--- src/rtl/demux14_stream.sv ---
// Registered 1-to-4 stream demultiplexer with a one-entry holding register per channel.
// Optional per-channel accept counters are built when DEMUX_STATS_EN is defined.
module demux14_stream #(
    parameter int WIDTH = 8,
    parameter int CNT_W = 8
) (
    input  logic                 clk,
    input  logic                 rst,
    input  logic                 in_valid,
    output logic                 in_ready,
    input  logic [1:0]           in_sel,
    input  logic [WIDTH-1:0]     in_data,
    output logic [3:0]           out_valid,
    input  logic [3:0]           out_ready,
    output logic [4*WIDTH-1:0]   out_data,
    output logic [4*CNT_W-1:0]   stats
);

    logic [3:0]       valid_q;
    logic [3:0]       valid_d;
    logic [WIDTH-1:0] data_q [4];
    logic [3:0]       sel_onehot;
    logic [3:0]       load;
    logic             accept;

    // A full channel blocks only traffic addressed to it; it frees up when its consumer is ready.
    always_comb begin
        sel_onehot = 4'b0001 << in_sel;
        in_ready   = ~rst & (~valid_q[in_sel] | out_ready[in_sel]);
        accept     = in_valid & in_ready;
        load       = accept ? sel_onehot : 4'b0000;
        valid_d    = load | (valid_q & ~out_ready);
    end

    always_ff @(posedge clk) begin
        if (rst) begin
            valid_q <= 4'b0000;
        end else begin
            valid_q <= valid_d;
        end
    end

    genvar k;
    generate
        for (k = 0; k < 4; k++) begin : g_chan
            always_ff @(posedge clk) begin
                if (rst) begin
                    data_q[k] <= '0;
                end else if (load[k]) begin
                    data_q[k] <= in_data;
                end
            end

            assign out_data[k*WIDTH +: WIDTH] = data_q[k];
        end
    endgenerate

    assign out_valid = valid_q;

`ifdef DEMUX_STATS_EN
    logic [CNT_W-1:0] cnt_q [4];

    // Counters wrap freely; they count accepts, not drains.
    generate
        for (k = 0; k < 4; k++) begin : g_stats
            always_ff @(posedge clk) begin
                if (rst) begin
                    cnt_q[k] <= '0;
                end else if (load[k]) begin
                    cnt_q[k] <= cnt_q[k] + CNT_W'(1);
                end
            end

            assign stats[k*CNT_W +: CNT_W] = cnt_q[k];
        end
    endgenerate
`else
    assign stats = '0;
`endif

endmodule

--- config.mk ---
export PLATFORM = sky130hd
export DESIGN_NAME = demux14_stream
export DESIGN_NICKNAME = d
export VERILOG_FILES = /design/src/rtl/demux14_stream.sv
export SDC_FILE = /design/constraint.sdc
export NUM_CORES = 1
export LEC_CHECK = 0
export ABC_AREA = 1
export BUFFER_PORTS_ARGS = -buffer_cell sky130_fd_sc_hd__buf_4
export CORE_MARGIN = 10
export CORE_UTILIZATION = 45
export DETAILED_ROUTE_END_ITERATION = 6
export PLACE_DENSITY_LB_ADDON = 0.05
export SETUP_SLACK_MARGIN = 0.05
export SYNTH_ARGS = -nofsm -noshare
export SYNTH_HDL_FRONTEND = slang
export SYNTH_SLANG_ARGS = --single-unit
--- constraint.sdc ---
create_clock -name clk -period 1.6 [get_ports clk]
set_clock_uncertainty 0.05 [all_clocks]
set_input_delay 0.16 -clock clk [delete_from_list [all_inputs] [get_ports clk]]
set_output_delay 0.16 -clock clk [all_outputs]
set_load 0.01 [all_outputs]
# Word level (Yosys, flattened, before mapping)
# Memories as Yosys holds them, arrays and structs flattened.
# Cells that the tools add are included.
# Widths: inputs -> output; s select.
# totals
in_bits	17
ramBits	32
latch_bits	0
rom_bits	0
reg_bits	4
memories	1
out_inout_bits	69
# classes
order_cmp	1
bitwise_logic	12
eq_ne	0
muxes	23
add_sub_neg	0
n_div	0
reduce_logical	0
n_shift	1
multipliers	0
# memory_table
name	words	width	read_ports	rd_ports_with_merged_regs	write_ports	line_no	rtl
data_q	4	8	4	0	4	21	logic [WIDTH-1:0] data_q [4];
# op_table
operator	n
$mux 8	4
$mux 1	16
$or 1x1->1	5
$and 4x4->4	1
$bmux 1 s2	2
$mux 4	1
$not 4->4	1
$or 4x4->4	1
$shl 1x2->4 const A	1
$lt 2x3->1 const B	1
$and 1x1->1	2
$not 1->1	2

# Logic depth before layout (Yosys ltp)
# depth
word_depth	11
mapped_depth	9
mapped_depth_nobuf	8

# Least setup slack after synthesis
# Ideal clock, no wire load.
# synth_path
path_type	register to register
start	register valid_q[3] (netlist: out_valid[3])
end	memory data_q[0][0] (enable)
path_stages_with_launch	8
path_slack_ns	0.136
path_buffers	0
arrival_time_ns	1.085
cell_sequence	dfxtp_1 -> nand2_1 -> nand2_1 -> nand2_1 -> nand2_1 -> nand2_4 -> nand4_4 -> nand2_1
# synth_lines
element	line_no	rtl
from (decl)	19	logic [3:0] valid_q;
from (signal assigned)	39	valid_q <= valid_d;
to (decl)	21	

# Worst setup path after layout
# layout_path
start	register valid_q[1] (netlist: out_valid[1])
end	output in_ready
# layout_via
elab_chain_len	5
# layout_lines
element	line_no	rtl
$bmux 1 s2	29	in_ready = ~rst & (~valid_q[in_sel] | out_ready[in_sel]);
$mux 1 (not written as such)	29	
$not 1->1	29	
$or 1x1->1	29	
$and 1x1->1	29	
to (decl)	10	output logic in_ready,
# Every way passes these cells. The select of a mux whose other input is x is not followed.

==> results_dict.tcl <==
set metrics [dict create \
    path_cells "nand2_1 -> nand2_1 -> nand2_1 -> nand2_1 -> a21oi_1 -> buf_4" \
    synthArstFlopShare 0 \
    io_buffers 53 \
    synth_cells 156 \
    hold_path_class "in -> reg" \
    drc_errors 0 \
    rsz0062_at_grt "no" \
    crit_cells 6 \
    preCtsSetupSlack_ns 0.0745 \
    syn_to_final_growth_pct 27.9 \
    crit_path_max_fanout 3 \
    overflow 0 \
    layout.nets 236 \
    clock-sinks 36 \
    cts.clk_slew.worst_paths_ns 0.07 \
    rows 22 \
    outcome "completed" \
    multiInputGateArea_um2 485 \
    period_needed_ns 1.43 \
    synth_common_cells "nor2_1 (34), buf_4 (32), edfxtp_1 (32)" \
    crit_family "flip-flops" \
    max_freq_ghz 0.702 \
    fp.dieW_um 81.7 \
    yosys_warnings 0 \
    design.core.area_um2 3660 \
    dp_hpwl_mm 3.15 \
    cts.path.max_buffers 2 \
    clockRootBuffer "clkbuf_8" \
    wl_mm 3.85 \
    start_util 0.468 \
    synth_edf_count 32 \
    cts_buffers 5 \
    mappedNetlistArea_um2 1710 \
    routedWlPerCell_um 14.3 \
    drv_cap 0 \
    p_per_area_nw_per_um2 955 \
    drt_pre_antenna_iters 4 \
    finalSetupTns_ns 0 \
    reg2reg_depth 7 \
    cts-hold-fix-buffers 0 \
    yosys.area.top_type_share 0.561 \
    antenna_found_initial 0 \
    grt_pass1_vias 1189 \
    die_area_um2 6670 \
    netSwitchingFraction 0.228 \
    finalHoldViolCount 0 \
    cp-end-kind "primary output" \
    synth_ff_type "edfxtp_1" \
    post_cts_buffers 0 \
    worst_ep_arrival_time_ns 1.22 \
    ant_nets 0 \
    antenna_cells 0 \
    grt_max_degree 12 \
    first_iter_violations 78 \
    vias 1131 \
    grt_util_all_layers 0.112 \
    grt_pass1_wl_mm 5.78 \
    cp.required_ns 1.39 \
    final.setup.worst_slack_ns 0.175 \
    setup_violations 0 \
    hold_path_depth 2 \
    leakage_nw 1.07 \
    drv_slew 0 \
    avgSynthCellArea_um2 11.0 \
    ys_ff_latch 36 \
    die_h_um 81.7 \
    vias_per_cell 4.22 \
    p_comb_frac 0.121 \
    synth_most_common_cell "nor2_1" \
    cts_tree "yes" \
    slowest_delay_ns 0.33 \
    synth_area_leaders "edfxtp_1 (56%), buf_4 (14%), nor2_1 (7.5%), nand4_4 (5.0%), dfxtp_1 (4.7%)" \
    drive_gt1_frac 0.355 \
    fin_util 0.598 \
    fin_crit_sh 0.891 \
    cp_common_cell "nand2_1" \
    regArea_um2 1040 \
    clkPwrFrac 0.366 \
    netlist-cell-type-count 14 \
    clk-insertion-delay-late_ns 0.28 \
    p_sw_w 0.000476 \
    internal_power_w 0.00162 \
    io_pins 86 \
    fillers 329 \
    seq_area_frac_synth 0.608 \
    critPathLaunchType "register" \
    routabilityCongestion 0.805 \
    yosysTopAreaCell "edfxtp_1" \
    path_buf_inv 1 \
    p_seq_frac 0.513 \
    path_class "reg -> out" \
    cp_slowest_cell "dfxtp_1" \
    ir_drop_uv 420 \
    cts_max_level 2 \
]
[repair_timing]
action                                 CTS  global route
resized for setup                        0             4
endpoints found under the hold margin    0             0
setup endpoints to repair                0            32
[layout make-up]
class / count / area share
flip-flops and latches: 36 / 0.475
inverters: 16 / 0.0274
repair buffers: 58 / 0.199
multi-input cells: 102 / 0.222
well taps: 48 / 0.0274
clock buffers: 6 / 0.0331
clock inverters: 2 / 0.0160
[cells by family (layout without fill, tap and decap cells)]
logic type      after synthesis  in the layout  synth area share
compound gates                5              5            0.0146
buf+inv                      49             82             0.182
flops                        36             36             0.608
other cells                   1             32           0.00219
simple gates                 65             65             0.193
[worst register-to-register path: stages, from the launching register on]
cell and delay (ns):
dfxtp_1 0.33, nand2_1 0.07, nand2_1 0.05, nand2_1 0.06
nand2_1 0.09, nand2_4 0.14, nand4_4 0.09, nand2_2 0.20
[worst paths after layout]
path	startpoint	to	slack, ns
worst max register to register	out_valid[1]	data_q[0][2]	0.21
worst min-delay path	rst	out_valid[1]	0.04
worst min register to register	out_valid[0]	out_valid[0]	0.44
worst max-delay path	out_valid[1]	in_ready	0.17
[registers in the layout, indices dropped and copies added, names as in the netlist]
name	flops
data_q	32
out_valid	4
[power groups by stage]
stage,registers [W],logic (W),clock network (W)
2_1_floorplan,0.00111,0.000164,0
3_3_place_gp,0.00109,0.000247,0
3_5_place_dp,0.00109,0.000249,0
4_1_cts,0.00107,0.000250,0.000784
5_1_grt,0.00107,0.000279,0.000816
6_report,0.00107,0.000253,0.000767
[through the flow]
stage               instances  hold WS (ns)  cell area (um2)  total power (W)
floorplan                 187         0.179             1830          0.00128
global placement          260         0.336             2070          0.00134
detailed placement        260         0.338             2070          0.00134
CTS                       268        0.0332             2180          0.00211
global route              268        0.0492             2190          0.00217
finish                    268        0.0445             2190          0.00209
[cell usage in the layout, fill, tap and decap left out]
cell / instances
bufinv_16: 1
nand2_4: 1
nor2_1: 34
nand4_4: 4
clkbuf_1: 1
buf_4: 58
inv_1: 14
clkinv_2: 1
clkbuf_8: 5
nor2_2: 2
dfxtp_1: 4
nand2_1: 17
nand3_1: 3
conb_1: 32
edfxtp_1: 32
nand2_2: 4
a21oi_1: 5
inv_2: 2
[routing by layer]
metal | part of all wire | GRT usage
met2 | 0.49 | 0.192
met5 | 0 | 0
met4 | 0.010 | 0.0357
met1 | 0.38 | 0.124
met3 | 0.12 | 0.0480
(Power assumes the default switching activity.)
